`src/rtl/alu_fu_pipe.sv`:
```
// alu_fu_pipe: pipelined integer ALU functional unit with tagged
// valid/ready handshakes, elastic stall and mispredict flush.
module alu_fu_pipe #(
    parameter int WIDTH  = 32,
    parameter int STAGES = 2,
    parameter int TAG_W  = 5
) (
    input  logic             clk,
    input  logic             rst,
    input  logic             flush,
    input  logic             in_valid,
    output logic             in_ready,
    input  logic [3:0]       in_op,
    input  logic [WIDTH-1:0] in_a,
    input  logic [WIDTH-1:0] in_b,
    input  logic [TAG_W-1:0] in_tag,
    output logic             out_valid,
    input  logic             out_ready,
    output logic [WIDTH-1:0] out_result,
    output logic [TAG_W-1:0] out_tag,
    output logic             out_illegal
);
    localparam int SHW = $clog2(WIDTH);

    logic [SHW-1:0]    shamt;
    logic [WIDTH-1:0]  alu_res;
    logic              alu_ill;
    logic              accept;
    logic              full;

    logic [STAGES-1:0] vld_q;
    logic [STAGES-1:0] vld_d;
    logic [STAGES-1:0] ill_q;
    logic [STAGES-1:0] ld;
    logic [STAGES-1:0] vin;
    logic [WIDTH-1:0]  res_q [STAGES];
    logic [TAG_W-1:0]  tag_q [STAGES];

    assign shamt = in_b[SHW-1:0];

    always_comb begin
        alu_res = '0;
        alu_ill = 1'b0;
        case (in_op)
            4'd0:    alu_res = in_a + in_b;
            4'd1:    alu_res = in_a - in_b;
            4'd2:    alu_res = in_a << shamt;
            4'd3:    alu_res = in_a >> shamt;
            4'd4:    alu_res = $signed(in_a) >>> shamt;
            4'd5:    alu_res = in_a ^ in_b;
            4'd6:    alu_res = in_a | in_b;
            4'd7:    alu_res = in_a & in_b;
            4'd8:    alu_res = {{(WIDTH-1){1'b0}}, $signed(in_a) < $signed(in_b)};
            4'd9:    alu_res = {{(WIDTH-1){1'b0}}, in_a < in_b};
            default: alu_ill = 1'b1;
        endcase
    end

    // Stage k can load unless it and every stage after it are full
    // while the CDB is not granting.
    always_comb begin
        ld   = '0;
        full = 1'b1;
        for (int k = STAGES - 1; k >= 0; k--) begin
            full  = full & vld_q[k];
            ld[k] = out_ready | ~full;
        end
    end

    assign in_ready = ld[0];
    assign accept   = in_valid & ld[0] & ~flush;

    always_comb begin
        vin    = '0;
        vin[0] = accept;
        for (int k = 1; k < STAGES; k++) begin
            vin[k] = vld_q[k-1];
        end
        vld_d = '0;
        for (int k = 0; k < STAGES; k++) begin
            vld_d[k] = flush ? 1'b0 : (ld[k] ? vin[k] : vld_q[k]);
        end
    end

    always_ff @(posedge clk or posedge rst) begin
        if (rst) begin
            vld_q <= '0;
            ill_q <= '0;
            for (int k = 0; k < STAGES; k++) begin
                res_q[k] <= '0;
                tag_q[k] <= '0;
            end
        end else begin
            vld_q <= vld_d;
            if (ld[0] && vin[0]) begin
                res_q[0] <= alu_res;
                tag_q[0] <= in_tag;
                ill_q[0] <= alu_ill;
            end
            for (int k = 1; k < STAGES; k++) begin
                if (ld[k] && vin[k]) begin
                    res_q[k] <= res_q[k-1];
                    tag_q[k] <= tag_q[k-1];
                    ill_q[k] <= ill_q[k-1];
                end
            end
        end
    end

    assign out_valid   = vld_q[STAGES-1];
    assign out_result  = res_q[STAGES-1];
    assign out_tag     = tag_q[STAGES-1];
    assign out_illegal = ill_q[STAGES-1];

endmodule

```
`config.mk`:
```
export PLATFORM = sky130hd
export DESIGN_NAME = alu_fu_pipe
export DESIGN_NICKNAME = d
export VERILOG_FILES = /design/src/rtl/alu_fu_pipe.sv
export SDC_FILE = /design/constraint.sdc
export NUM_CORES = 1
export LEC_CHECK = 0
export ABC_AREA = 1
export CAP_MARGIN = 40
export CORE_ASPECT_RATIO = 0.7
export CORE_MARGIN = 2
export CORE_UTILIZATION = 35
export CTS_CLUSTER_DIAMETER = 150
export DETAILED_ROUTE_END_ITERATION = 6
export GPL_ROUTABILITY_DRIVEN = 0
export PLACE_DENSITY_LB_ADDON = 0.12
export SETUP_SLACK_MARGIN = 0.15
export SLEW_MARGIN = 20
export SYNTH_ARGS = -nofsm -noshare
export SYNTH_HDL_FRONTEND = slang
export SYNTH_SLANG_ARGS = --single-unit
```
`constraint.sdc`:
```
create_clock -name clk -period 3.6 [get_ports clk]
set_input_delay 0.9 -clock clk [delete_from_list [all_inputs] [get_ports clk]]
set_output_delay 0.9 -clock clk [all_outputs]
set_load 0.02 [all_outputs]
```
-- After elaboration in Yosys (flattened, before gate mapping)
Index checks and enable logic that the tools add are counted.
- input port bits: 78
- memories kept: 0
- word-level logic and storage cells: 47
- flip-flop bits (word level): 78
- output and inout bits: 40
- bits in writable memories: 0
- latch bits: 0
- memory bits (read-only): 0
- multiply operators: 0
- div/mod/pow operators: 0
- muxes and demuxes: 6
- bitwise gates (word level): 11
- shifts and indexed selects: 3
- eq/ne operators: 9
- order comparisons: 2
- add/subtract/negate cells: 2
- reduce and logical (&&, ||, !) cells: 6
- operator list (kind ; count):
    $pmux W32 S10 ; 1
    $lt A32 B32 Y1 ; 2
    $add A32 B32 Y32 ; 1
    $and A32 B32 Y32 ; 1
    $or A32 B32 Y32 ; 1
    $shl A32 B5 Y32 ; 1
    $shr A32 B5 Y32 ; 1
    $sshr A32 B5 Y32 ; 1
    $sub A32 B32 Y32 ; 1
    $xor A32 B32 Y32 ; 1
    $eq A4 B3 Y1 const B ; 4
    $reduce_or A10 Y1 ; 1
    $eq A4 B2 Y1 const B ; 2
    $eq A4 B4 Y1 const B ; 2
    $mux W1 ; 5
    $eq A4 B1 Y1 const B ; 1
    $logic_not A4 Y1 ; 1
    $reduce_bool A2 Y1 ; 2
    $and A1 B1 Y1 ; 3
    $not A1 Y1 ; 3
    $logic_and A1 B1 Y1 ; 2
    $or A1 B1 Y1 ; 2

-- Depth between registers and ports, before layout
Gate-level depths: netlist of run 1.
- depth in word-level cells: 7
- gate-level depth with buffers: 21
- mapped depth without buffers: 18

-- Least setup slack after synthesis of run 1
OpenSTA, ideal clock, no wires.
- path kind: input to register
- start point: in in_b[4]
- end point: reg res_q[63] in the netlist's numbering
- setup slack: 0.527 ns
- data required time: 3.483 ns
- stages on the path: 19
- arrival: 2.956 ns
- buffers on the path: 3
- path through: buf_2 inv_1 clkbuf_1 buf_2 ha_1 nor2_1 nand2_1 inv_1 nand2_1 nand2_1 nand2_1 nand2_1 nand2_1 nand2_1 nand2_1 nand3_1 nand3_1 nand2_1 nand2_1
- longest elaborated chain between the ends: 2
- elaborated cells between the ends (all ways): 6
- those cells by class: 2 x add/sub; 3 x shift; 1 x mux
- ends and longest elaborated chain (item ; line ; RTL):
    start, declared ; 15 ; input logic [WIDTH-1:0] in_b,
    $sub A32 B32 Y32, or another cell as far along ; 46 ; 4'd1: alu_res = in_a - in_b;
    $pmux W32 S10 * ; 44 ; case (in_op)
    end signal, assigned by index ; 102 ; res_q[k] <= res_q[k-1];
    end, declared ; 36 ; logic [WIDTH-1:0] res_q [STAGES];
Mark *: on every way between the ends. The rest lies on a longest branch, timed or not.
A chain may end at the register's enable or synchronous reset.

-- Worst setup path in the final report of run 1
- start point: in in_a[25]
- end point: reg res_q[62] in the netlist's numbering
- longest elaborated chain between the ends: 2
- elaborated cells between the ends (all ways): 6
- those cells by class: 2 x add/sub; 3 x shift; 1 x mux
- ends and longest elaborated chain (item ; line ; RTL):
    start, declared ; 14 ; input logic [WIDTH-1:0] in_a,
    $sub A32 B32 Y32, or another cell as far along ; 46 ;
    $pmux W32 S10 * ; 44 ;
Marks and branches as above.

==> results_dict.tcl, run 1 <==
set metrics [dict create \
    status "finished, final reports clean" \
    netlist_top_cells_area "nand2_1, dfrtp_1, nand3_1, ha_1, inv_1" \
    drv_slew 0 \
    grt_busiest_layer "met1" \
    synth_cell_types 45 \
    grt_overflow 0 \
    synth_edf_count 0 \
    fin_crit_ns 3.385 \
    fillers 4182 \
    rows 59 \
    first_global_vias 15740 \
    min_path_type "register to register" \
    cts_buffers 9 \
    critPathSlowestCell "clkdlybuf4s50_1" \
    portBuffers 117 \
    critPathKind "input port to register" \
    grtUsageMet2_pct 43.88 \
    cts.sinks 78 \
    intPower_w 0.002590 \
    num_io_pins 118 \
    drive_gt1_share_pct 11.84 \
    syn_to_final_growth_pct 20.46 \
    fin_crit_sh_pct 94.03 \
    clock-root-buffer "clkbuf_16" \
    fin_nets 2749 \
    ant_nets 0 \
    seq_power_share_pct 24.3 \
    relSlewSlack_pct 53.22 \
    cp.required_ns 3.85 \
    crit_fanout 7 \
    dpl_cell_area_mm2 0.01575 \
    clk_latency_ns 0.35 \
    setup_ws_ns 0.2151 \
    via_per_inst 5.494 \
    first_iter_violations 2330 \
    path_common_cell "nand2_1" \
    multi_input_area_mm2 0.009537 \
    finalSetupViolCount 0 \
    netlist.area_leader.share_pct 23.81 \
    drc 0 \
    wl_per_cell_um 21.03 \
    synth_common_cells "nand2_1, nand3_1, inv_1" \
    grt_use_total_pct 32.00 \
    fmax_ghz 0.2954 \
    drt_pass1_iterations 6 \
    die-area_mm2 0.03999 \
    power_switching_share_pct 43.57 \
    ctsHoldBuffers 0 \
    p_clk_share_pct 22.1 \
    comb_power_share_pct 53.5 \
    slowest_delay_ns 0.67 \
    critPathLaunchType "input port" \
    finalHoldViolations 0 \
    switchingPower_w 0.002000 \
    p_leak_nw 8.919 \
    post-place-ws_ns -0.3169 \
    met1_usage_pct 48.04 \
    ir_worst_vdd_uv 246.8 \
    synthCells 2410 \
    antenna_found_initial 2 \
    grt_pass1_wl_um 96610 \
    path_cells "clkdlybuf4s50_1, inv_1, ha_1, inv_1, nand2_1, nor2_2, nand2_1, nor3_1, nand2_1, nand2_1, nand2_1, nand3_1, nand3_1, nand2_1, nand2_1" \
    fp.dieW_um 238.2 \
    synth-seq-cells 78 \
    synth_fp_nets 2589 \
    tritoncts "done" \
    ys.flop_type "dfrtp_1" \
    core_area_mm2 0.03750 \
    async_reset_ff_share_pct 100.0 \
    wirelength_um 64410 \
    worstSetupEndpointType "register" \
    powerDensity_mw_per_mm2 283.6 \
    fin_area_mm2 0.01618 \
    final-seq-area_mm2 0.001952 \
    dp_hpwl_um 53430 \
    worstPathArrival_ns 3.63 \
    synth_seq_area_share_pct 14.53 \
    rsz0062_at_grt "yes" \
    synth.most_common_cell "nand2_1" \
    power_w 0.004590 \
    avgSynthCellArea_um2 5.574 \
    yosys.area.top_type "nand2_1" \
    tightest_slew_ns 0.7017 \
    htree_levels 3 \
    clk_pin_slew_ns 0.07 \
    yosysWarnings 0 \
    cts_buffer_depth 2 \
    antenna_cells 0 \
    utilization_pct 43.15 \
    synth_area_mm2 0.01343 \
    skew_ns 0.01136 \
    die_h_um 167.9 \
    met3_usage_pct 10.02 \
    cap_viol_max_count 0 \
    start_util_pct 35.82 \
    vias 16830 \
    grt_max_degree 75 \
]
-- layout by cell type (no fill, tap or decap), types with 27 or more instances in the layout --
cell type / synthesis / routed
nand2_1: 852 / 849
nand3_1: 376 / 371
inv_1: 294 / 293
buf_4: 49 / 166
nor2_1: 164 / 158
clkdlybuf4s50_1: 0 / 110
ha_1: 99 / 93
a21oi_1: 89 / 89
dfrtp_1: 78 / 78
o21ai_0: 62 / 61
mux2_2: 34 / 34
o21ai_1: 26 / 27
-- final timing paths --
kind / from / to / depth (start not counted) / slack [ns]
max reg2reg: vld_q[1] / res_q[38] / 7 / 1.92
min in group asynchronous: rst / out_result[23] / 3 / 0.88
min: tag_q[5] / tag_q[5] / 2 / 0.47
min reg2reg: tag_q[5] / tag_q[5] / 2 / 0.47
max in group asynchronous: rst / res_q[39] / 4 / 2.20
max: in_a[25] / res_q[62] / 15 / 0.22
-- flip-flops by register name, indices dropped and copies added, names as in the netlist --
| register | flops |
|---|---|
| ill_q | 2 |
| out_result | 32 |
| out_tag | 5 |
| res_q | 32 |
| tag_q | 5 |
| vld_q | 2 |
-- worst max-delay path, delay by kind of cell --
kind	cells	cell delay, ns
AND/OR/NAND/NOR	11	1.27
buffers and inverters	3	0.99
adder cells (fa/ha/maj)	1	0.45
-- metal layers --
metal  part of all wire, %  vias to the layer above  wire [um]
met5                 0.022                        -         14
met4                   2.4                        2       1529
met3                    14                       95       8866
met2                    38                      948      24670
met1                    46                     7791      29330
li1                      -                     7993          -
-- per-stage QoR --
stage	hold WS [ns]	setup TNS, ns	cells
2_1_floorplan	0.4380	0	2410
3_3_place_gp	0.4516	-2.680	3045
3_5_place_dp	0.4547	-2.459	3046
4_1_cts	0.4696	0	3062
5_1_grt	0.4909	0	3063
6_report	0.4669	0	3063
-- power by group through the flow --
stage	logic, W	registers (W)	clock network (W)
CTS	0.00238	0.00112	0.00104
detailed placement	0.00236	0.00113	0
global placement	0.00236	0.00113	0
finish	0.00246	0.00112	0.00102
global route	0.00265	0.00114	0.00108
floorplan	0.00146	0.00111	0
-- what timing repair did --
item / in CTS / in global routing
endpoints found under the setup margin: 2 / 23
buffers inserted: 0 / 0
resized for setup: 2 / 25
-- logic make-up after synthesis --
group,share of synthesized area (%)
xor+xnor,0.3912
compound gates,10.45
fa+ha+maj,9.519
simple gates,47.21
buf+inv,15.05
flops,14.53
mux,2.850
-- cell type report --
cell class                      count  area share, %
Clock buffer                       11          1.562
Clock inverter                      5         0.5026
Inverter                          310          7.222
Multi-Input combinational cell   1880          58.93
Sequential cell                    78          12.06
Tap cell                          488          3.773
Timing Repair Buffer              291          15.94
Note: power is estimated with default switching activity, not from simulation.
==> run 2: changes to the inputs <==
--- a/config.mk
+++ b/config.mk
@@ -13,6 +13,7 @@
 export CTS_CLUSTER_DIAMETER = 150
 export DETAILED_ROUTE_END_ITERATION = 6
 export GPL_ROUTABILITY_DRIVEN = 0
+export HOLD_SLACK_MARGIN = 0.15
 export PLACE_DENSITY_LB_ADDON = 0.12
 export SETUP_SLACK_MARGIN = 0.15
 export SLEW_MARGIN = 20
==> results of run 2 <==
Final layout, timing and power as in run 1 (identical DEF).
==> run 3: changes to the inputs <==
--- a/config.mk
+++ b/config.mk
@@ -5,7 +5,6 @@
 export SDC_FILE = /design/constraint.sdc
 export NUM_CORES = 1
 export LEC_CHECK = 0
-export ABC_AREA = 1
 export CAP_MARGIN = 40
 export CORE_ASPECT_RATIO = 0.7
 export CORE_MARGIN = 2
==> run 3 against run 2 <==
Sequential cell count unchanged. Cell count down 22%. Global-route usage down 1.9 points. Area after synthesis down 12%. First-iteration DRC count down 13%. Routed wire length down 15%. Die area down 12%. Total power up 1.2%. Core utilization up 9.3 points. Sequential share of layout area down 0.90 points. Worst hold slack better by 0.0077 ns. Critical path type unchanged.
==> results_dict.tcl, run 3 <==
set metrics [dict create \
    synth_cell_types 82 \
    wl_per_cell_um 22.75 \
    top_layer "met4" \
    syn_to_final_growth_pct 48.00 \
    wl_met3_um 5646 \
    yosys.area.top_type "dfrtp_1" \
    ir_worst_vdd_uv 255.2 \
    synthCells 1561 \
    clk_latency_ns 0.34 \
    portBuffers 117 \
    dp.cells 2356 \
    cts_buffer_depth 2 \
    intPower_w 0.002753 \
    fillers 3257 \
    cap_viol_max_count 0 \
    layout_commonest_cell "buf_4" \
    synth_area_mm2 0.01182 \
    tightest_slew_ns 0.8085 \
    power_switching_share_pct 40.70 \
    die-area_mm2 0.03528 \
    wl_met2_um 23110 \
    drt_pass1_iterations 6 \
    die_h_um 157.7 \
    rsz0062_at_grt "yes" \
    first_iter_violations 2024 \
    synth_seq_area_share_pct 16.51 \
    final_cells 2403 \
    layout.cells.most_common_list "buf_4, nand2_1, nor2_1" \
    cts.sinks 78 \
    vias 14150 \
    synth_common_cells "nand2_1, nor2_1, o21ai_0" \
    dpl_cell_area_mm2 0.01601 \
    seq_power_share_pct 23.8 \
    netlist_top_cells_area "dfrtp_1, ha_1, o21ai_0, a21oi_1, mux2_2" \
    start_util_pct 35.44 \
    synth-seq-cells 78 \
    fin_crit_sh_pct 96.99 \
    critPathSlowestCell "or3_4" \
    antenna_found_initial 0 \
    finalSetupViolCount 0 \
    critPathLaunchType "input port" \
    cp.required_ns 3.82 \
    power_w 0.004643 \
    antenna_cells 0 \
    drv_slew 0 \
    tritoncts "done" \
    fp.dieW_um 223.6 \
    wirelength_um 54670 \
    grt_max_degree 63 \
    min_path_type "register to register" \
    powerDensity_mw_per_mm2 265.4 \
    ant_nets 0 \
    fmax_ghz 0.2864 \
    yosysWarnings 0 \
    htree_levels 3 \
    drc 0 \
    grt_use_total_pct 30.09 \
    critPathKind "input port to register" \
    ctsHoldBuffers 0 \
    p_leak_nw 7.902 \
    slowest_delay_ns 0.37 \
    clock-root-buffer "clkbuf_16" \
    finalHoldViolations 0 \
    fin_crit_ns 3.492 \
    rows 56 \
    switchingPower_w 0.001890 \
    avgSynthCellArea_um2 7.571 \
    grt_pass1_wl_um 81010 \
    post-place-ws_ns -1.017 \
    netlist.area_leader.share_pct 16.51 \
    finalSetupTns_ns 0 \
    clk_pin_slew_ns 0.06 \
    status "finished, final reports clean" \
    setup_ws_ns 0.1082 \
    met1_length_um 24180 \
    crit_fanout 2 \
    fin_nets 2142 \
    first_global_vias 13210 \
    path_buf_inv 4 \
    dp_hpwl_um 43090 \
    synth_fp_nets 1740 \
    async_reset_ff_share_pct 100.0 \
    drive_gt1_share_pct 37.60 \
    ys.flop_type "dfrtp_1" \
    synth.most_common_cell "nand2_1" \
    worstSetupEndpointType "register" \
    comb_power_share_pct 58.3 \
    core_area_mm2 0.03335 \
    num_io_pins 118 \
    relSlewSlack_pct 46.04 \
    fin_area_mm2 0.01749 \
    p_clk_share_pct 17.9 \
    skew_ns 0.008729 \
    worstPathArrival_ns 3.71 \
    path_cells "buf_2, inv_1, ha_4, or3_4, nand2b_4, buf_4, nor3_4, o221ai_4, buf_6, a21oi_4, o21ai_1, a31oi_1, xnor2_1, o221ai_2, a22o_1" \
    synth_edf_count 0 \
    via_per_inst 5.888 \
    cts_buffers 9 \
    critPathTopFamily "compound AO/OA/AOI/OAI gates" \
    grt_overflow 0 \
]
[run 3: per-layer routing]
layer | vias to the layer above | GRT usage [%]
met5 | - | 0
met4 | 0 | 8.032
met3 | 106 | 6.514
met2 | 786 | 45.62
met1 | 6791 | 43.06
li1 | 6466 | -
[run 3: power by group through the flow]
stage / clock (W) / sequential, W / combinational, W
after CTS: 0.000854 / 0.00111 / 0.00257
after detailed placement: 0 / 0.00112 / 0.00242
after floorplan: 0 / 0.00109 / 0.00139
after global placement: 0 / 0.00112 / 0.00240
final: 0.000829 / 0.00111 / 0.00271
after global routing: 0.000887 / 0.00113 / 0.00287
[run 3: area by class of cell]
| type | count | area (um^2) | area share, % |
|---|---|---|---|
| multi-input cells | 1234 | 9827 | 56.18 |
| repair buffers | 546 | 4518 | 25.83 |
| flip-flops and latches | 78 | 1952 | 11.16 |
| well taps | 435 | 544.3 | 3.112 |
| inverters | 94 | 382.9 | 2.189 |
| clock buffers | 10 | 229.0 | 1.309 |
| clock inverters | 6 | 38.79 | 0.2217 |
[run 3: final timing paths]
kind / from / end / slack [ns] / depth (start not counted)
worst max register to register: vld_q[1] / res_q[37] / 1.46 / 8
max in group asynchronous: rst / out_result[17] / 2.00 / 3
worst max-delay path: in_a[9] / res_q[48] / 0.11 / 15
worst min register to register: res_q[44] / res_q[44] / 0.47 / 2
min in group asynchronous: rst / tag_q[7] / 0.94 / 2
worst min-delay path: res_q[44] / res_q[44] / 0.47 / 2
[run 3: per-stage QoR]
step | hold WS (ns) | util, %
after global routing | 0.5070 | 52.45
after floorplan | 0.4393 | -
after global placement | 0.4620 | 48.01
final | 0.4746 | 52.45
after CTS | 0.4795 | 51.39
after detailed placement | 0.4668 | 48.02
[run 3: tightest hold or removal path, cell delays in order, from the launching register on]
cell and delay, ns:
dfrtp_1 0.34, nand2_1 0.04, o21ai_0 0.06
[run 3: kinds of logic (layout without fill, tap and decap cells)]
kind of cell | after synthesis | in the layout | share of synthesized area, %
DFF | 78 | 78 | 16.51
AOI/OAI and AO/OA | 523 | 523 | 28.66
and+or+nand+nor | 440 | 440 | 16.64
xor gates and xnor gates | 14 | 14 | 1.037
buffers and inverters | 249 | 656 | 9.306
muxes | 156 | 156 | 17.02
adders and majority gates | 101 | 101 | 10.82
[run 3: what timing repair did]
item | 4_1_cts | 5_1_grt
gates resized for setup | 220 | 109
endpoints found under the hold margin | 0 | 0
setup buffers | 22 | 9
pin swaps | 64 | 60
setup endpoints to repair | 27 | 26
